### config.mk
export PLATFORM = sky130hd
export DESIGN_NAME = piso_shift_tx
export DESIGN_NICKNAME = d
export VERILOG_FILES = /design/src/rtl/piso_shift_tx.sv
export SDC_FILE = /design/constraint.sdc
export NUM_CORES = 1
export LEC_CHECK = 0
export BUFFER_PORTS_ARGS = -buffer_cell sky130_fd_sc_hd__clkbuf_2
export CAP_MARGIN = 10
export CORE_AREA = 2 2 39 41
export DETAILED_ROUTE_END_ITERATION = 8
export DIE_AREA = 0 0 41 43
export PLACE_DENSITY = 0.54
export REMOVE_ABC_BUFFERS = 1
export SLEW_MARGIN = 0
export SYNTH_ARGS = -nofsm -noshare
export SYNTH_HDL_FRONTEND = slang
export SYNTH_SLANG_ARGS = --single-unit
### constraint.sdc
create_clock -name clk -period 1.83 [get_ports clk]
set_clock_uncertainty 0.15 [all_clocks]
set_input_delay 0.366 -clock clk [delete_from_list [all_inputs] [get_ports clk]]
set_output_delay 0.366 -clock clk [all_outputs]
set_load 0.02 [all_outputs]
### src/rtl/piso_shift_tx.sv
// piso_shift_tx -- parallel-in, serial-out transmitter.
//
// Accepts a WIDTH-bit word over a valid/ready handshake and shifts it out
// LSB first, one bit per clock, so that a receiver shifting new bits in at
// its MSB toward bit 0 holds the sent word after the frame. A new word can
// be accepted in the last-bit cycle, so frames stream with no idle gap.
//
// Handshake: a word is transferred on a rising clk edge where
// din_valid=1 and din_ready=1. din_valid with din_ready=0 is ignored; the
// sender holds din/din_valid until accepted. din is only sampled then.
//
// Optional feature: define PISO_SHIFT_TX_PARITY_EN to append an even-parity
// bit (XOR of the accepted word) after din[WIDTH-1]; done and din_ready then
// move to the parity-bit cycle.
//
// Parameters:
//   WIDTH       data word width, 2..32
// Ports:
//   clk         rising-edge clock
//   rst         asynchronous, active-high reset
//   din         parallel word to transmit
//   din_valid   din holds a word to send
//   din_ready   block can accept a word this cycle (combinational)
//   sout        serial data, LSB first (registered)
//   sout_valid  sout carries a frame bit this cycle (registered)
//   busy        frame in progress (registered)
//   done        one-cycle pulse while the last frame bit is on sout (registered)
module piso_shift_tx #(
  parameter int WIDTH = 4
) (
  input  logic             clk,
  input  logic             rst,
  input  logic [WIDTH-1:0] din,
  input  logic             din_valid,
  output logic             din_ready,
  output logic             sout,
  output logic             sout_valid,
  output logic             busy,
  output logic             done
);

`ifdef PISO_SHIFT_TX_PARITY_EN
  localparam int FLEN = WIDTH + 1;
`else
  localparam int FLEN = WIDTH;
`endif
  localparam int CW = $clog2(FLEN + 1);
  localparam logic [CW-1:0] LAST = CW'(FLEN - 1);

  typedef enum logic {
    IDLE  = 1'b0,
    SHIFT = 1'b1
  } state_t;

  state_t           state, state_n;
  logic [WIDTH-1:0] sreg, sreg_n;
  logic [CW-1:0]    cnt, cnt_n;
  logic             started;
  logic             last;
  logic             accept;
  logic             bit_n;

`ifdef PISO_SHIFT_TX_PARITY_EN
  logic par, par_n;
`endif

  // Last-bit cycle of the current frame.
  assign last      = (state == SHIFT) && (cnt == LAST);
  // started keeps din_ready low until the first edge after reset release.
  assign din_ready = started && ((state == IDLE) || last);
  assign accept    = din_valid && din_ready;

  always_comb begin
    state_n = state;
    sreg_n  = sreg;
    cnt_n   = cnt;
`ifdef PISO_SHIFT_TX_PARITY_EN
    par_n   = par;
`endif
    case (state)
      IDLE: begin
        if (accept) begin
          state_n = SHIFT;
          sreg_n  = din;
          cnt_n   = '0;
`ifdef PISO_SHIFT_TX_PARITY_EN
          par_n   = ^din;
`endif
        end
      end
      SHIFT: begin
        if (last) begin
          if (accept) begin
            // Back-to-back: next word's bit 0 follows without a gap.
            sreg_n = din;
            cnt_n  = '0;
`ifdef PISO_SHIFT_TX_PARITY_EN
            par_n  = ^din;
`endif
          end else begin
            state_n = IDLE;
            sreg_n  = '0;
            cnt_n   = '0;
          end
        end else begin
          sreg_n = sreg >> 1;
          cnt_n  = cnt + CW'(1);
        end
      end
      default: state_n = IDLE;
    endcase
  end

  // Bit that will be on sout in the next cycle.
`ifdef PISO_SHIFT_TX_PARITY_EN
  assign bit_n = (cnt_n == CW'(WIDTH)) ? par_n : sreg_n[0];
`else
  assign bit_n = sreg_n[0];
`endif

  always_ff @(posedge clk or posedge rst) begin
    if (rst) begin
      state   <= IDLE;
      sreg    <= '0;
      cnt     <= '0;
      started <= 1'b0;
`ifdef PISO_SHIFT_TX_PARITY_EN
      par     <= 1'b0;
`endif
    end else begin
      state   <= state_n;
      sreg    <= sreg_n;
      cnt     <= cnt_n;
      started <= 1'b1;
`ifdef PISO_SHIFT_TX_PARITY_EN
      par     <= par_n;
`endif
    end
  end

  // Outputs are registered from next-state values so they line up with
  // the state they describe.
  always_ff @(posedge clk or posedge rst) begin
    if (rst) begin
      sout       <= 1'b0;
      sout_valid <= 1'b0;
      busy       <= 1'b0;
      done       <= 1'b0;
    end else begin
      sout       <= (state_n == SHIFT) ? bit_n : 1'b0;
      sout_valid <= (state_n == SHIFT);
      busy       <= (state_n == SHIFT);
      done       <= (state_n == SHIFT) && (cnt_n == LAST);
    end
  end

endmodule

==> Yosys cells after proc, flatten, opt, wreduce, memory -nomap -nowiden <==
Cells that the tools add are included.
W data, S select, Z words.
{ "totals": {"ff_bits": 11, "in_bits": 7, "out_inout_bits": 5} }
{ "op_classes": {"addsub": 1, "eq_ne": 3, "muxes": 11, "bitwise_logic": 1, "n_reduce_logical": 5} }
{ "op_table": {"columns": ["op", "n"], "rows": [
  ["$mux W4", 3],
  ["$pmux W4 S2", 1],
  ["$eq A3 B2 Y1 const B", 2],
  ["$mux W3", 2],
  ["$pmux W3 S2", 1],
  ["$logic_and A1 B1 Y1", 4],
  ["$add A3 B1 Y3 const B", 1],
  ["$mux W1", 3],
  ["$ne A2 B2 Y1 const B", 1],
  ["$pmux W1 S2", 1],
  ["$logic_or A1 B1 Y1", 1],
  ["$not A1 Y1", 1]
]} }

==> Longest topological paths before layout <==
{ "logic_depth": {"ltp_word": 9, "ltp_mapped": 4, "mapped_depth_nobuf": 4} }

==> Worst setup path after synthesis <==
OpenSTA, ideal clock, no wires.
{ "synth_path": {"path_kind": "register to output", "from": "register cnt[0]", "to": "output din_ready", "arrival_ns": 1.035, "required_ns": 1.314, "path_slack_ns": 0.279, "path_stages_with_launch": 5, "path_buffers": 0, "path_cell_list": "dfrtp_1 > ha_1 > nand2b_4 > nand2_1 > and2_1"} }
{ "synth_via": {"elab_chain_cells": 4} }
{ "synth_rtl": {"columns": ["element", "line_no", "source"], "rows": [
  ["start, declared", "57", "logic [CW-1:0] cnt, cnt_n;"],
  ["start signal, assigned", "133", "cnt <= cnt_n;"],
  ["$eq A3 B2 Y1", "68", "assign last = (state == SHIFT) && (cnt == LAST);"],
  ["$logic_and A1 B1 Y1", "68", null],
  ["$logic_or A1 B1 Y1", "70", "assign din_ready = started && ((state == IDLE) || last);"],
  ["$logic_and A1 B1 Y1", "70", null],
  ["end, declared", "35", "output logic din_ready,"]
]} }
No other way between the ends.

==> Final worst setup path <==
Same ends and word-level chain as after synthesis.

==> results.py <==
metrics = {
    "grt": {
        "grt_max_degree": 11,
        "grt_pass1_wl_mm": 1.48,
        "grt_pass1_vias": 338,
        "grt_usage_pct": 12.4,
        "antenna_found_initial": 0,
        "grt-ovfl-total": 0,
    },
    "clocking": {
        "cts.sinks": 10,
        "h-tree-depth": 1,
        "numCtsBuffers": 3,
        "clk_latency_ns": 0.26,
        "cts_max_path_buffers": 2,
        "cts_tree": "built",
        "path_clk_slew_ns": 0.06,
        "root_buffer": "clkbuf_4",
    },
    "hold_path": {
        "hold_path.class": "primary input to flip-flop",
    },
    "setup_path": {
        "cp-end-kind": "primary output",
        "cp-start-kind": "flip-flop",
        "worstPathRequired_ns": 1.31,
        "worstSetupPathType": "flip-flop to primary output",
        "critPathArrivalTime_ns": 1.26,
        "crit_fanout": 3,
    },
    "placement": {
        "dpl_worst_slack_ns": 0.145,
        "io_buffers": 11,
        "place_congestion": 0.776,
        "dp_hpwl_um": 584,
    },
    "drt": {
        "drt_iter0_drc": 1,
        "vias": 342,
        "dr.pass1.iters": 2,
        "drc_errors": 0,
        "wl_um": 839,
        "via_per_inst": 4.62,
        "ant_nets": 0,
        "drt-wirelength-per-cell_um": 11.3,
    },
    "yosys": {
        "post-synth-top-count-cell": "dfrtp_1",
        "async_reset_ff_share_pct": 100,
        "synth_cell_types": 20,
        "synth-edff-count": 0,
        "synth_top_cell_by_area": "dfrtp_1",
        "netlist.area_leader.share_pct": 57.3,
        "syn-cell-area_sq_um": 437,
        "syn_avg_cell_area_sq_um": 11.2,
        "synth_area_leaders": "dfrtp_1 57%, a221o_1 4.6%, and2_1 4.3%, o21ai_0 3.4%, nand2_1 3.4%",
        "synth_seq_cells": 10,
        "yosysSeqAreaShare_pct": 57.3,
        "ys.flop_type": "dfrtp_1",
        "yosys_warnings": 0,
        "syn-instance-count": 39,
        "synthTopCellsByCount": "10 x dfrtp_1, 4 x nand2_1, 3 x and2_1, 3 x o21ai_0",
    },
    "finish": {
        "area_delta_synth_final_pct": 39.0,
        "drive_gt1_share_pct": 44.8,
        "final_core_util_pct": 43.9,
        "diodes": 0,
        "fin_nets": 68,
    },
    "timing": {
        "rsz0062_at_grt": "false",
        "slew_violations": 0,
        "setup-tns-final_ns": 0,
        "setup_ws_ns": 0.0520,
        "max_freq_mhz": 562,
        "setup_viol": 0,
        "period_share_pct": 97.2,
        "timing_hold_violations_final": 0,
        "fin_crit_ns": 1.78,
    },
    "pwr": {
        "p_total_mw": 0.956,
        "leakage_nw": 0.306,
        "vdd_drop_max_mv": 0.675,
        "power_density_mw_per_mm2": 1580,
    },
    "floorplanning": {
        "die_w_um": 41,
        "rows": 14,
        "core_sq_mm": 0.00138,
        "start_util_pct": 31.6,
        "die_h_um": 43,
        "die-area_sq_mm": 0.00176,
        "ioPinCount": 12,
    },
    "outcome": {
        "status": "complete, no violations",
    },
    "flow_run": {
        "maxCapViolations": 0,
    },
}
## state kept, by name, indices dropped and copies added, names as in the netlist
signal	flops
done	1
sreg	3
cnt	3
busy	1
started	1
sout	1
## path summary, 6_finish.rpt
kind	startpoint	endpoint	slack, ns	cells past startpoint
max in group asynchronous	rst	sreg[2]	0.80	3
hold reg to reg	sreg[2]	sreg[1]	0.36	1
setup / recovery	cnt[0]	din_ready	0.05	5
hold / removal	din[0]	sout	0.16	2
setup reg to reg	cnt[0]	sreg[2]	0.29	5
min in group asynchronous	rst	done	0.46	3
## metrics by stage
| step | hold slack [ns] | area [sq um] | std cells |
|---|---|---|---|
| floorplan | 0.0562 | 429 | 38 |
| global placement | 0.196 | 504 | 65 |
| detailed placement | 0.200 | 504 | 65 |
| CTS | 0.153 | 591 | 72 |
| global route | 0.160 | 607 | 74 |
| finish | 0.163 | 607 | 74 |
## critical path: stages, from the launching register on
cell and delay [ns]:
dfrtp_1 0.41, ha_4 0.18, nand2b_4 0.08, nand2_4 0.05
and2_4 0.15, buf_8 0.12
## cells in the final DEF (no fill, tap or decap)
cell            n
and3_2          1
and2_4          2
nand2b_4        1
dfrtp_1        10
buf_4           5
nand2_1         3
nor3_1          1
a221o_1         2
o21ai_0         3
clkbuf_4        3
nand3_1         1
a21o_1          1
inv_1           2
nor2_1          1
buf_8           1
conb_1          1
nand2_4         1
clkbuf_2       10
dlygate4sd3_1   1
and2_1          2
a22o_2          1
a21oi_1         2
a211oi_1        1
nand3b_1        1
ha_4            1
## cell type report
type	instances	area, sq um
clock buffers	3	22.5
multi-input cells	26	194
flip-flops and latches	10	250
fillers	143	777
well taps	16	20.0
inverters	2	7.51
repair buffers	17	113
## per-layer routing
layer / track usage [%] / vias up / wire length (um)
li1: - / 172 / -
met1: 17.3 / 159 / 396
met2: 16.3 / 11 / 396
met3: 6.28 / 0 / 46
met4: 4.00 / 0 / 0
met5: 0 / - / 0
## power breakdown
| part | switching (mW) | internal (mW) |
|---|---|---|
| Clock | 0.0703 | 0.0758 |
| Combinational | 0.208 | 0.246 |
| Sequential | 0.0635 | 0.292 |
| Total | 0.342 | 0.614 |
## cells by family (layout without fill, tap and decap cells)
| kind of cell | Yosys count | in the layout | synth area share [%] |
|---|---|---|---|
| AOI/OAI and AO/OA | 10 | 10 | 16.0 |
| DFF | 10 | 10 | 57.3 |
| adders and majority gates | 1 | 1 | 2.86 |
| and+or+nand+nor | 14 | 14 | 19.5 |
| buffers and inverters | 3 | 22 | 3.44 |
| other | 1 | 1 | 0.859 |
## repair_timing
action                                 CTS  global route
buffers inserted                         3             2
pin swaps                                2             1
setup endpoints to repair                1             1
endpoints found under the hold margin   10             0
gates resized for setup                  7             1
hold buffers                             1             0
(Power assumes the default switching activity.)
